==> src/rtl/topic_pkg.sv <==
// Shared types and defaults for the topic tracker slice.
package topic_pkg;

    typedef enum logic [1:0] {
        ACCUM  = 2'd0,
        SCAN   = 2'd1,
        COMMIT = 2'd2
    } state_e;

    localparam int unsigned DECAY_CLEAR = 0;
    localparam int unsigned DECAY_HALVE = 1;

    localparam int unsigned DEF_N_PAT  = 6;
    localparam int unsigned DEF_PAT_W  = 3;
    localparam int unsigned DEF_VOTE_W = 3;

endpackage

==> src/rtl/topic_tracker_if.sv <==
// Episode-memory side inputs and topic outputs of the tracker.
interface topic_tracker_if
    import topic_pkg::*;
#(
    parameter int unsigned PAT_W  = DEF_PAT_W,
    parameter int unsigned VOTE_W = DEF_VOTE_W
);
    logic              theta_tick;
    logic              delta_tick;
    logic              ep_valid;
    logic [PAT_W-1:0]  ep_winner;
    logic [PAT_W-1:0]  topic_winner;
    logic [VOTE_W-1:0] topic_strength;
    logic              topic_valid;
    logic              topic_changed;
    logic              busy;
    logic              overrun;

    modport master (
        output theta_tick, delta_tick, ep_valid, ep_winner,
        input  topic_winner, topic_strength, topic_valid, topic_changed, busy, overrun
    );

    modport slave (
        input  theta_tick, delta_tick, ep_valid, ep_winner,
        output topic_winner, topic_strength, topic_valid, topic_changed, busy, overrun
    );
endinterface

==> src/rtl/topic_tracker_sat_vote_bank.sv <==
// Vote register file: per-entry saturating increment, clear/halve decay, read port.
module sat_vote_bank
    import topic_pkg::*;
#(
    parameter int unsigned N_PAT      = DEF_N_PAT,
    parameter int unsigned PAT_W      = DEF_PAT_W,
    parameter int unsigned VOTE_W     = DEF_VOTE_W,
    parameter int unsigned DECAY_MODE = DECAY_CLEAR
) (
    input  logic              clk,
    input  logic              rst_n,
    input  logic              inc_en_i,
    input  logic [PAT_W-1:0]  inc_idx_i,
    input  logic              decay_en_i,
    input  logic [PAT_W-1:0]  rd_idx_i,
    output logic [VOTE_W-1:0] rd_val_o
);
    logic [VOTE_W-1:0] vote_q [N_PAT];
    logic [VOTE_W-1:0] vote_d [N_PAT];

    // Decay first, then apply the increment to the post-decay value.
    always_comb begin
        for (int unsigned i = 0; i < N_PAT; i++) begin
            vote_d[i] = vote_q[i];
            if (decay_en_i) begin
                vote_d[i] = (DECAY_MODE == DECAY_HALVE) ? (vote_q[i] >> 1) : '0;
            end
            if (inc_en_i && (inc_idx_i == PAT_W'(i)) && !(&vote_d[i])) begin
                vote_d[i] = vote_d[i] + VOTE_W'(1);
            end
        end
    end

    // Vote storage with asynchronous clear.
    always_ff @(posedge clk or negedge rst_n) begin
        if (!rst_n) begin
            for (int unsigned i = 0; i < N_PAT; i++) begin
                vote_q[i] <= '0;
            end
        end else begin
            vote_q <= vote_d;
        end
    end

    // Read mux for the sequential scan.
    always_comb begin
        rd_val_o = '0;
        for (int unsigned i = 0; i < N_PAT; i++) begin
            if (rd_idx_i == PAT_W'(i)) begin
                rd_val_o = vote_q[i];
            end
        end
    end
endmodule

==> src/rtl/topic_tracker.sv <==
// Topic tracker: windowed vote accumulation, sequential argmax scan, gated commit.
module topic_tracker
    import topic_pkg::*;
#(
    parameter int unsigned N_PAT      = DEF_N_PAT,
    parameter int unsigned PAT_W      = DEF_PAT_W,
    parameter int unsigned VOTE_W     = DEF_VOTE_W,
    parameter int unsigned STAB_THR   = 3,
    parameter int unsigned DECAY_MODE = DECAY_CLEAR
) (
    input logic              clk,
    input logic              rst_n,
    topic_tracker_if.slave   bus
);
    state_e            state_q, state_d;
    logic [PAT_W-1:0]  scan_idx_q, scan_idx_d;
    logic [VOTE_W-1:0] max_val_q, max_val_d;
    logic [PAT_W-1:0]  max_idx_q, max_idx_d;
    logic              pend_v_q, pend_v_d;
    logic [PAT_W-1:0]  pend_idx_q, pend_idx_d;
    logic              overrun_q, overrun_d;
    logic [PAT_W-1:0]  winner_q, winner_d;
    logic [VOTE_W-1:0] strength_q, strength_d;
    logic              valid_q, valid_d;
    logic              changed_q, changed_d;
    logic              busy_q, busy_d;

    logic              vote_take;
    logic              inc_en;
    logic [PAT_W-1:0]  inc_idx;
    logic              decay_en;
    logic [VOTE_W-1:0] rd_val;

    assign vote_take = bus.theta_tick && bus.ep_valid && (32'(bus.ep_winner) < N_PAT);

    sat_vote_bank #(
        .N_PAT      (N_PAT),
        .PAT_W      (PAT_W),
        .VOTE_W     (VOTE_W),
        .DECAY_MODE (DECAY_MODE)
    ) u_bank (
        .clk        (clk),
        .rst_n      (rst_n),
        .inc_en_i   (inc_en),
        .inc_idx_i  (inc_idx),
        .decay_en_i (decay_en),
        .rd_idx_i   (scan_idx_q),
        .rd_val_o   (rd_val)
    );

    // Next-state, scan datapath, busy-event handling and commit decisions.
    always_comb begin
        state_d    = state_q;
        scan_idx_d = scan_idx_q;
        max_val_d  = max_val_q;
        max_idx_d  = max_idx_q;
        pend_v_d   = pend_v_q;
        pend_idx_d = pend_idx_q;
        overrun_d  = overrun_q;
        winner_d   = winner_q;
        strength_d = strength_q;
        valid_d    = valid_q;
        changed_d  = 1'b0;
        inc_en     = 1'b0;
        inc_idx    = bus.ep_winner;
        decay_en   = 1'b0;
        case (state_q)
            ACCUM: begin
                inc_en = vote_take;
                if (bus.delta_tick) begin
                    state_d    = SCAN;
                    scan_idx_d = '0;
                    max_val_d  = '0;
                    max_idx_d  = '0;
                end
            end
            SCAN: begin
                if (rd_val > max_val_q) begin
                    max_val_d = rd_val;
                    max_idx_d = scan_idx_q;
                end
                if (scan_idx_q == PAT_W'(N_PAT - 1)) begin
                    state_d = COMMIT;
                end else begin
                    scan_idx_d = scan_idx_q + PAT_W'(1);
                end
                if (vote_take) begin
                    if (!pend_v_q) begin
                        pend_v_d   = 1'b1;
                        pend_idx_d = bus.ep_winner;
                    end else begin
                        overrun_d = 1'b1;
                    end
                end
                if (bus.delta_tick) begin
                    overrun_d = 1'b1;
                end
            end
            COMMIT: begin
                strength_d = max_val_q;
                if (32'(max_val_q) >= STAB_THR) begin
                    winner_d  = max_idx_q;
                    valid_d   = 1'b1;
                    changed_d = (max_idx_q != winner_q) || !valid_q;
                end
                decay_en = 1'b1;
                // The pending slot is drained here, so a first vote arriving in
                // this cycle goes straight into the bank instead of the slot.
                if (pend_v_q) begin
                    inc_en  = 1'b1;
                    inc_idx = pend_idx_q;
                    if (vote_take) begin
                        overrun_d = 1'b1;
                    end
                end else begin
                    inc_en = vote_take;
                end
                pend_v_d = 1'b0;
                if (bus.delta_tick) begin
                    overrun_d = 1'b1;
                end
                state_d = ACCUM;
            end
            default: begin
                state_d = ACCUM;
            end
        endcase
        busy_d = (state_d != ACCUM);
    end

    // Register FSM state, scan context, pending vote and all outputs.
    always_ff @(posedge clk or negedge rst_n) begin
        if (!rst_n) begin
            state_q    <= ACCUM;
            scan_idx_q <= '0;
            max_val_q  <= '0;
            max_idx_q  <= '0;
            pend_v_q   <= 1'b0;
            pend_idx_q <= '0;
            overrun_q  <= 1'b0;
            winner_q   <= '0;
            strength_q <= '0;
            valid_q    <= 1'b0;
            changed_q  <= 1'b0;
            busy_q     <= 1'b0;
        end else begin
            state_q    <= state_d;
            scan_idx_q <= scan_idx_d;
            max_val_q  <= max_val_d;
            max_idx_q  <= max_idx_d;
            pend_v_q   <= pend_v_d;
            pend_idx_q <= pend_idx_d;
            overrun_q  <= overrun_d;
            winner_q   <= winner_d;
            strength_q <= strength_d;
            valid_q    <= valid_d;
            changed_q  <= changed_d;
            busy_q     <= busy_d;
        end
    end

    assign bus.topic_winner   = winner_q;
    assign bus.topic_strength = strength_q;
    assign bus.topic_valid    = valid_q;
    assign bus.topic_changed  = changed_q;
    assign bus.busy           = busy_q;
    assign bus.overrun        = overrun_q;
endmodule

==> src/flat_wrapper.sv <==
// flat-port wrapper written by rule: the top's interface ports become plain ports
module topic_tracker_flat import topic_pkg::*;
#(
    parameter int unsigned N_PAT      = DEF_N_PAT,
    parameter int unsigned PAT_W      = DEF_PAT_W,
    parameter int unsigned VOTE_W     = DEF_VOTE_W,
    parameter int unsigned STAB_THR   = 3,
    parameter int unsigned DECAY_MODE = DECAY_CLEAR
)
  (clk, rst_n, bus_theta_tick, bus_delta_tick, bus_ep_valid, bus_ep_winner, bus_topic_winner, bus_topic_strength, bus_topic_valid, bus_topic_changed, bus_busy, bus_overrun);
  topic_tracker_if #(.PAT_W(PAT_W), .VOTE_W(VOTE_W)) bus_i ();
  input logic clk;
  input logic rst_n;
  input wire logic [$bits(bus_i.theta_tick)-1:0] bus_theta_tick;
  input wire logic [$bits(bus_i.delta_tick)-1:0] bus_delta_tick;
  input wire logic [$bits(bus_i.ep_valid)-1:0] bus_ep_valid;
  input wire logic [$bits(bus_i.ep_winner)-1:0] bus_ep_winner;
  output wire logic [$bits(bus_i.topic_winner)-1:0] bus_topic_winner;
  output wire logic [$bits(bus_i.topic_strength)-1:0] bus_topic_strength;
  output wire logic [$bits(bus_i.topic_valid)-1:0] bus_topic_valid;
  output wire logic [$bits(bus_i.topic_changed)-1:0] bus_topic_changed;
  output wire logic [$bits(bus_i.busy)-1:0] bus_busy;
  output wire logic [$bits(bus_i.overrun)-1:0] bus_overrun;
  assign bus_i.theta_tick = bus_theta_tick;
  assign bus_i.delta_tick = bus_delta_tick;
  assign bus_i.ep_valid = bus_ep_valid;
  assign bus_i.ep_winner = bus_ep_winner;
  assign bus_topic_winner = bus_i.topic_winner;
  assign bus_topic_strength = bus_i.topic_strength;
  assign bus_topic_valid = bus_i.topic_valid;
  assign bus_topic_changed = bus_i.topic_changed;
  assign bus_busy = bus_i.busy;
  assign bus_overrun = bus_i.overrun;
  topic_tracker #(.N_PAT(N_PAT), .PAT_W(PAT_W), .VOTE_W(VOTE_W), .STAB_THR(STAB_THR), .DECAY_MODE(DECAY_MODE)) u_core (.clk(clk), .rst_n(rst_n), .bus(bus_i));
endmodule
==> config.mk <==
export PLATFORM = sky130hd
export DESIGN_NAME = topic_tracker_flat
export DESIGN_NICKNAME = d
export VERILOG_FILES = /design/src/rtl/topic_pkg.sv /design/src/rtl/topic_tracker_if.sv /design/src/rtl/topic_tracker_sat_vote_bank.sv /design/src/rtl/topic_tracker.sv /design/src/flat_wrapper.sv
export SDC_FILE = /design/constraint.sdc
export NUM_CORES = 1
export LEC_CHECK = 0
export CORE_MARGIN = 2
export CORE_UTILIZATION = 55
export CTS_CLUSTER_SIZE = 24
export DETAILED_ROUTE_END_ITERATION = 16
export DONT_BUFFER_PORTS = 1
export HOLD_SLACK_MARGIN = 0.05
export PLACE_DENSITY_LB_ADDON = 0.25
export SYNTH_ARGS = -nofsm -noshare
export SYNTH_HDL_FRONTEND = slang
export SYNTH_HIERARCHICAL = 1
export SYNTH_SLANG_ARGS = --single-unit
==> constraint.sdc <==
create_clock -name clk -period 5.95 [get_ports clk]
set_clock_uncertainty 0.15 [all_clocks]
set_input_delay 0.2975 -clock clk [delete_from_list [all_inputs] [get_ports clk]]
set_output_delay 0.2975 -clock clk [all_outputs]
set_load 0.02 [all_outputs]
==> summary.txt, run 1 <==
CTS
  • CTS hold repair buffers: 6
  • TritonCTS clock tree: yes
  • Maximum level of the CTS H-tree: 2
  • Clock latency at the later pin of the worst-skew pair: 0.29 ns
  • Number of post-CTS setup repair buffers: 0
  • Clock root buffer: sky130_fd_sc_hd__clkbuf_8
  • Number of buffers created by CTS: 5
  • CTS Sinks: 43
  • Total of cells resized after clock tree synthesis: 0
  • Register clock-pin slew on the reported worst setup and hold paths: 0.08 ns
  • Longest Clk Path Bufs: 2

Worst setup path
  • Kind of cell adding the most delay to the critical path: adder cells
  • Worst setup SP type: register
  • CP bufs+invs: 1
  • Worst endpoint data arrival time: a little under 3 ns
  • List of cells traversed by the critical path: inv_1, ha_1, nand2_1, mux2_2, nand2b_1, nor3_4, mux2_2
  • Most common cell on crit path: sky130_fd_sc_hd__mux2_2
  • Maximum net fanout on the critical path: 27
  • Category of the critical setup timing path: reg -> reg
  • Highest cell delay on the worst timing path: between 0.7 and 0.8 ns
  • Crit path max-delay cell type: sky130_fd_sc_hd__ha_1
  • Data required time at the worst endpoint: ~6.0 ns
  • Setup slack on the worst flop-to-flop path: ~3 ns
  • CP endpoint kind: register

Final layout
  • Non-filler instance count after layout: 274
  • Most used cells in the layout excluding fill and tap cells: sky130_fd_sc_hd__dfrtp_1 (43), sky130_fd_sc_hd__mux2_2 (21), sky130_fd_sc_hd__ha_1 (20)
  • Number of nets in the finished design: 249
  • Commonest non-fill, non-tap cell in the layout: sky130_fd_sc_hd__dfrtp_1
  • Antenna fix cells: 0
  • Area Growth Syn to Fin: 9.10%
  • Post-route design area: approximately 0.0027 mm^2
  • Fraction of layout cells with a size suffix above 1: 18.0%
  • FILL cells: about 350

Timing
  • Measured slew at the worst slew-check pin: 0.889 ns
  • RSZ-0062 raised after global routing: false
  • Normalized max-slew margin: 40.7%
  • Final hold violation count: 0
  • Max Slew Vio Count: 0
  • Final critical-path required period: 2.95 ns
  • Achievable Freq: 339 MHz
  • Setup violations, final: 0
  • Total negative slack for setup checks: 0 ns
  • Share of the clock period used by the worst path after layout: 49.6%

Hold path
  • Min-Delay Path Class: in -> reg

Pwr
  • Leak: 0.00135 uW
  • Total power draw: 1280 uW
  • Worst-case vdd ir drop: 0.170 mV
  • Pwr/cell area: 471 mW/mm^2

Global routing
  • Tot GR Track Use: 19.5%
  • Vias in the first global route: 1643
  • Remaining global-route overflow: 0
  • Wire length of the first global-routing pass: around 7600 um
  • Initial antenna violation count: 0
  • Maximum number of pins on one net before global-route repair: 44

Logic synthesis
  • Number of distinct standard cells referenced by the synthesized netlist: 39
  • Synthesis-stage register bit count: 43
  • Synth Instances: 213
  • Number of synthesis warnings: 6
  • Synthesized area per cell: 11.7 um^2
  • Synthesized Nets: 241
  • Seq/Total Area, Yosys: 43.2%
  • Synthesized cell area: 0.00249 mm^2

Detailed routing
  • Total iterations of the first detailed-routing run: 4
  • Average via count per standard cell: 5.74
  • Number of routed nets with antenna violations: 0
  • Number of design-rule violations left by the first detailed-router iteration: 61
  • Remaining design rule violation count: 0
  • Total number of vias: 1573
  • Routed length per instance: 16.1 um
  • Drt total wl: about 4400 um

Place
  • Cell count after placement: 260
  • Half-perimeter wire length after detailed placement: 3280 um
  • Cell area after placement: ~0.0025 mm^2
  • Placer Congestion: 0.772
  • Number of buffer cells added on primary ports: 0

Floorplan
  • Number of ports placed on the die boundary: 18
  • Core Area: 0.00435 mm^2
  • Horizontal die dimension: 71.3 um
  • Cell row count: 24
  • Die Footprint: roughly 0.0051 mm^2
  • Height of the die: slightly above 70 um
  • Initial core utilization: 57.2%

Run status
  • Run status: finished, final reports clean

Run
  • Number of maximum-capacitance violations: 0
[synthesized netlist by cell type]
cell type / n / area [um^2]
sky130_fd_sc_hd__a41oi_1: 1 / 8.76
sky130_fd_sc_hd__nor2_1: 5 / 18.8
sky130_fd_sc_hd__nor4_1: 1 / 6.26
sky130_fd_sc_hd__o21ai_0: 3 / 15.0
sky130_fd_sc_hd__o21ai_1: 1 / 5.00
sky130_fd_sc_hd__buf_2: 3 / 15.0
sky130_fd_sc_hd__nand3_2: 1 / 10.0
sky130_fd_sc_hd__mux2_1: 3 / 33.8
sky130_fd_sc_hd__xnor2_1: 4 / 35.0
sky130_fd_sc_hd__mux2i_1: 16 / 160
sky130_fd_sc_hd__ha_1: 20 / 250
sky130_fd_sc_hd__a211oi_1: 1 / 7.51
sky130_fd_sc_hd__o22ai_1: 3 / 18.8
sky130_fd_sc_hd__a22o_1: 2 / 17.5
sky130_fd_sc_hd__o21a_1: 3 / 22.5
sky130_fd_sc_hd__a211o_1: 1 / 8.76
sky130_fd_sc_hd__a21oi_1: 5 / 25.0
sky130_fd_sc_hd__xor2_1: 5 / 43.8
sky130_fd_sc_hd__and2b_1: 12 / 90.1
sky130_fd_sc_hd__nand2_1: 17 / 63.8
sky130_fd_sc_hd__nor2b_1: 7 / 43.8
sky130_fd_sc_hd__nor3_4: 2 / 32.5
sky130_fd_sc_hd__and4_4: 1 / 11.3
sky130_fd_sc_hd__buf_6: 1 / 11.3
sky130_fd_sc_hd__nand3_1: 4 / 20.0
sky130_fd_sc_hd__nand2b_2: 1 / 8.76
sky130_fd_sc_hd__o2bb2ai_1: 1 / 8.76
sky130_fd_sc_hd__mux2_2: 21 / 236
sky130_fd_sc_hd__and4b_4: 1 / 13.8
sky130_fd_sc_hd__o211ai_1: 1 / 7.51
sky130_fd_sc_hd__buf_4: 1 / 7.51
sky130_fd_sc_hd__nand2b_4: 1 / 13.8
sky130_fd_sc_hd__a221oi_1: 3 / 26.3
sky130_fd_sc_hd__dfrtp_1: 43 / 1080
sky130_fd_sc_hd__a21oi_2: 1 / 8.76
sky130_fd_sc_hd__a21o_1: 1 / 7.51
sky130_fd_sc_hd__nor4_4: 2 / 42.5
sky130_fd_sc_hd__inv_1: 12 / 45.0
sky130_fd_sc_hd__nand2b_1: 2 / 12.5
[metal layers]
| metal | up-vias | part of all wire, % | global-route usage (%) |
|---|---|---|---|
| li1 | 764 | - | - |
| met1 | 783 | 43 | 23.3 |
| met2 | 18 | 53 | 35.1 |
| met3 | 8 | 2.7 | 4.22 |
| met4 | 0 | 1.3 | 6.29 |
| met5 | - | 0 | 0 |
[layout make-up]
class / instances / area, um^2 / share of cell area, %
multi-input combinational: 153 / 1340 / 49.1
sequential: 43 / 1080 / 39.6
timing repair buffer: 6 / 77.6 / 2.86
clock buffer: 6 / 82.6 / 3.04
inverter: 12 / 45.0 / 1.66
tap: 52 / 65.1 / 2.40
clock inverter: 2 / 35.0 / 1.29
[worst register-to-register path: stages, from the launching register on]
cell                       delay (ns)
sky130_fd_sc_hd__dfrtp_1         0.41
sky130_fd_sc_hd__inv_1           0.10
sky130_fd_sc_hd__ha_1            0.75
sky130_fd_sc_hd__nand2_1         0.23
sky130_fd_sc_hd__mux2_2          0.35
sky130_fd_sc_hd__nand2b_1        0.22
sky130_fd_sc_hd__nor3_4          0.26
sky130_fd_sc_hd__mux2_2          0.36
[power by group]
part           leakage, uW  switching, uW  internal [uW]
Clock            0.0000612           96.3            136
Sequential        0.000568            115            383
Combinational     0.000723            286            262
[final timing paths]
check	startpoint	end	depth (start not counted)
min in group asynchronous	rst_n	u_core/state_q[1]$_DFF_PN0_	2
max in group asynchronous	rst_n	u_core/pend_idx_q[2]$_DFFE_PN0P_	2
worst max-delay path	u_core/state_q[0]$_DFF_PN0_	u_core/u_bank/vote_q[14]$_DFF_PN0_	7
worst max register to register	u_core/state_q[0]$_DFF_PN0_	u_core/u_bank/vote_q[14]$_DFF_PN0_	7
worst min register to register	u_core/pend_idx_q[0]$_DFFE_PN0P_	u_core/pend_idx_q[0]$_DFFE_PN0P_	1
worst min-delay path	bus_delta_tick	u_core/state_q[1]$_DFF_PN0_	2
[sequential cells by signal (all words and copies together) (netlist names)]
name and cells:
u_core/max_val_q 3, u_core/bus.topic_valid 1, u_core/scan_idx_q 3, u_core/pend_v_q 1, u_core/state_q 2, u_core/bus.overrun 1, u_core/bus.topic_strength 3, u_core/bus.topic_changed 1
u_core/max_idx_q 3, u_core/bus.busy 1, u_core/bus.topic_winner 3, u_core/pend_idx_q 3, u_core/u_bank/vote_q 18
[kinds of logic (layout without fill, tap and decap cells)]
family	count (synthesis)	in the layout	share of synthesized area (%)
fa+ha+maj	20	20	10.1
compound gates	27	27	7.54
mux	40	40	17.3
simple gates	57	57	15.6
xor+xnor	9	9	3.17
buf+inv	17	26	3.17
flops	43	43	43.2
[metrics by stage]
step	setup slack, ns	util, %	hold slack (ns)
2_1_floorplan	3.55	-	-0.148
3_3_place_gp	3.08	57.9	-0.147
3_5_place_dp	3.02	57.9	-0.147
4_1_cts	3.00	62.4	0.123
5_1_grt	2.79	62.4	0.137
6_report	3.00	62.4	0.142
Power figures use the tool's default switching activity.
==> run 2, diff against run 1 <==
clock period = 2.6 ns   (was 5.95 ns; I/O delays follow)
==> run 2 against run 1 <==
  * Routed wire length grew 4.0%
  * Register-to-register slack lost 2.9 ns
  * Worst hold slack lost 0.062 ns
  * Sequential power grew 120%
  * Maximum frequency grew 19%
  * Core utilization grew 0.34 points
  * Global-route usage grew 1.3 points
==> summary.txt, run 2 (synthesis results as in run 1) <==
Worst setup path
  • Worst setup SP type: register
  • List of cells traversed by the critical path: inv_1, ha_2, buf_12, and2b_1, ha_1, ha_1, nor4_4, mux2_2
  • Kind of cell adding the most delay to the critical path: adder cells
  • Highest cell delay on the worst timing path: 0.40 ns
  • Data required time at the worst endpoint: 2.63 ns
  • Most common cell on crit path: sky130_fd_sc_hd__ha_1
  • Worst endpoint data arrival time: 2.51 ns
  • CP bufs+invs: 2
  • Maximum net fanout on the critical path: 20
  • Category of the critical setup timing path: reg -> reg
  • Crit path max-delay cell type: sky130_fd_sc_hd__dfrtp_1
  • CP endpoint kind: register

Floorplan
  • Initial core utilization: about 57%
  • Number of ports placed on the die boundary: 18
  • Core Area: about 0.0044 mm^2
  • Die Footprint: 0.00508 mm^2
  • Height of the die: between 70 and 80 um
  • Horizontal die dimension: 71.3 um
  • Cell row count: 24

Run
  • Number of maximum-capacitance violations: 0

CTS
  • Number of post-CTS setup repair buffers: 0
  • Clock root buffer: sky130_fd_sc_hd__clkbuf_8
  • CTS Sinks: 43
  • Register clock-pin slew on the reported worst setup and hold paths: 0.08 ns
  • Number of buffers created by CTS: 5
  • Maximum level of the CTS H-tree: 2
  • TritonCTS clock tree: yes
  • Clock latency at the later pin of the worst-skew pair: about 0.30 ns
  • Longest Clk Path Bufs: 2

Final layout
  • FILL cells: 344
  • Largest register FFs: 18
  • Footprint of the multi-input gates: 0.00134 mm^2
  • Sequential cell area: 0.00108 mm^2
  • Area Growth Syn to Fin: 9.70%
  • Antenna fix cells: 0
  • Number of nets in the finished design: between 200 and 300
  • Fraction of layout cells with a size suffix above 1: 20.3%
  • Largest Register: u_core/u_bank/vote_q
  • Most used cells in the layout excluding fill and tap cells: sky130_fd_sc_hd__dfrtp_1 (42), sky130_fd_sc_hd__mux2_2 (21), sky130_fd_sc_hd__ha_1 (19)
  • Commonest non-fill, non-tap cell in the layout: sky130_fd_sc_hd__dfrtp_1

Pwr
  • Pwr/cell area: between 1000 and 1500 mW/mm^2
  • Worst-case vdd ir drop: 0.389 mV
  • Leak: 0.00136 uW

Timing
  • Final critical-path required period: approximately 2.5 ns
  • Normalized max-slew margin: 72.4%
  • Final Hold Slack: roughly 0.08 ns
  • Measured slew at the worst slew-check pin: around 0.41 ns
  • RSZ-0062 raised after global routing: false
  • Total negative slack for setup checks: 0 ns
  • Setup violations, final: 0
  • Final hold violation count: 0
  • Achievable Freq: around 400 MHz
  • Share of the clock period used by the worst path after layout: 95.5%
  • Max Slew Vio Count: 0

Global routing
  • Vias in the first global route: 1787
  • Remaining global-route overflow: 0
  • Maximum number of pins on one net before global-route repair: 44
  • Tot GR Track Use: 20.9%
  • Wire length of the first global-routing pass: 8210 um
  • Initial antenna violation count: 0

Detailed routing
  • Average via count per standard cell: 5.76
  • Total iterations of the first detailed-routing run: 4
  • Total number of vias: 1607
  • Remaining design rule violation count: 0
  • Number of routed nets with antenna violations: 0
  • Drt total wl: 4600 um
  • Routed length per instance: 16.5 um
  • Number of design-rule violations left by the first detailed-router iteration: between 50 and 60

Place
  • Number of buffer cells added on primary ports: 0
  • Half-perimeter wire length after detailed placement: 3570 um
  • Placer Congestion: slightly below 0.8

Run status
  • Run status: finished, final reports clean

Hold path
  • Min-Delay Path Class: in -> reg
==> run 2: final timing paths <==
| path | cells after the start | startpoint | slack [ns] | endpoint |
|---|---|---|---|---|
| max | 8 | u_core/state_q[0]$_DFF_PN0_ | 0.12 | u_core/u_bank/vote_q[16]$_DFF_PN0_ |
| min | 4 | bus_ep_valid | 0.08 | u_core/pend_v_q$_DFFE_PN0P_ |
| max reg2reg | 8 | u_core/state_q[0]$_DFF_PN0_ | 0.12 | u_core/u_bank/vote_q[16]$_DFF_PN0_ |
| min reg2reg | 1 | u_core/pend_idx_q[0]$_DFFE_PN0P_ | 0.36 | u_core/pend_idx_q[0]$_DFFE_PN0P_ |
| max in group asynchronous | 2 | rst_n | 1.95 | u_core/u_bank/vote_q[14]$_DFF_PN0_ |
| min in group asynchronous | 2 | rst_n | 0.14 | u_core/bus.busy$_DFF_PN0_ |
==> run 2: through the flow <==
step	util, %	setup slack [ns]	cells	cell area [um^2]	total power, uW
after global placement	58.9	0.191	264	2560	2350
final	62.7	0.117	279	2730	2850
after detailed placement	58.9	0.0749	264	2560	2440
after CTS	62.6	0.0619	279	2730	2870
after floorplan	-	0.197	213	2490	2160
after global routing	62.7	0.0234	279	2730	3120
==> run 2: worst register-to-register path, stage by stage, from the launching register on <==
cell	delay, ns
sky130_fd_sc_hd__dfrtp_1	0.40
sky130_fd_sc_hd__inv_1	0.10
sky130_fd_sc_hd__ha_2	0.25
sky130_fd_sc_hd__buf_12	0.16
sky130_fd_sc_hd__and2b_1	0.22
sky130_fd_sc_hd__ha_1	0.19
sky130_fd_sc_hd__ha_1	0.22
sky130_fd_sc_hd__nor4_4	0.30
sky130_fd_sc_hd__mux2_2	0.37
==> run 2: area by class of cell <==
type	count	area share [%]
multi-input cells	153	49.0
repair buffers	11	4.49
inverters	12	1.65
flip-flops and latches	43	39.4
clock buffers	5	2.52
well taps	52	2.38
clock inverters	3	0.550
==> run 2: power breakdown <==
group / switching (uW) / total (uW) / internal [uW]
Clock: 221 / 405 / 184
Combinational: 689 / 1320 / 635
Sequential: 245 / 1120 / 880
Total: 1150 / 2850 / 1700
==> run 2: metal layers <==
metal,GRT usage (%),wire [um],vias to the layer above
met5,0,0,-
met4,7.97,84,0
met3,3.66,144,10
met2,37.8,2530,30
met1,24.6,1840,793
li1,-,-,774
==> run 2: timing repair <==
action                                  4_1_cts  5_1_grt
gates resized for setup                       0        2
endpoints found under the setup margin        0       11
hold buffers                                  7        0
hold endpoints to repair                     52        0
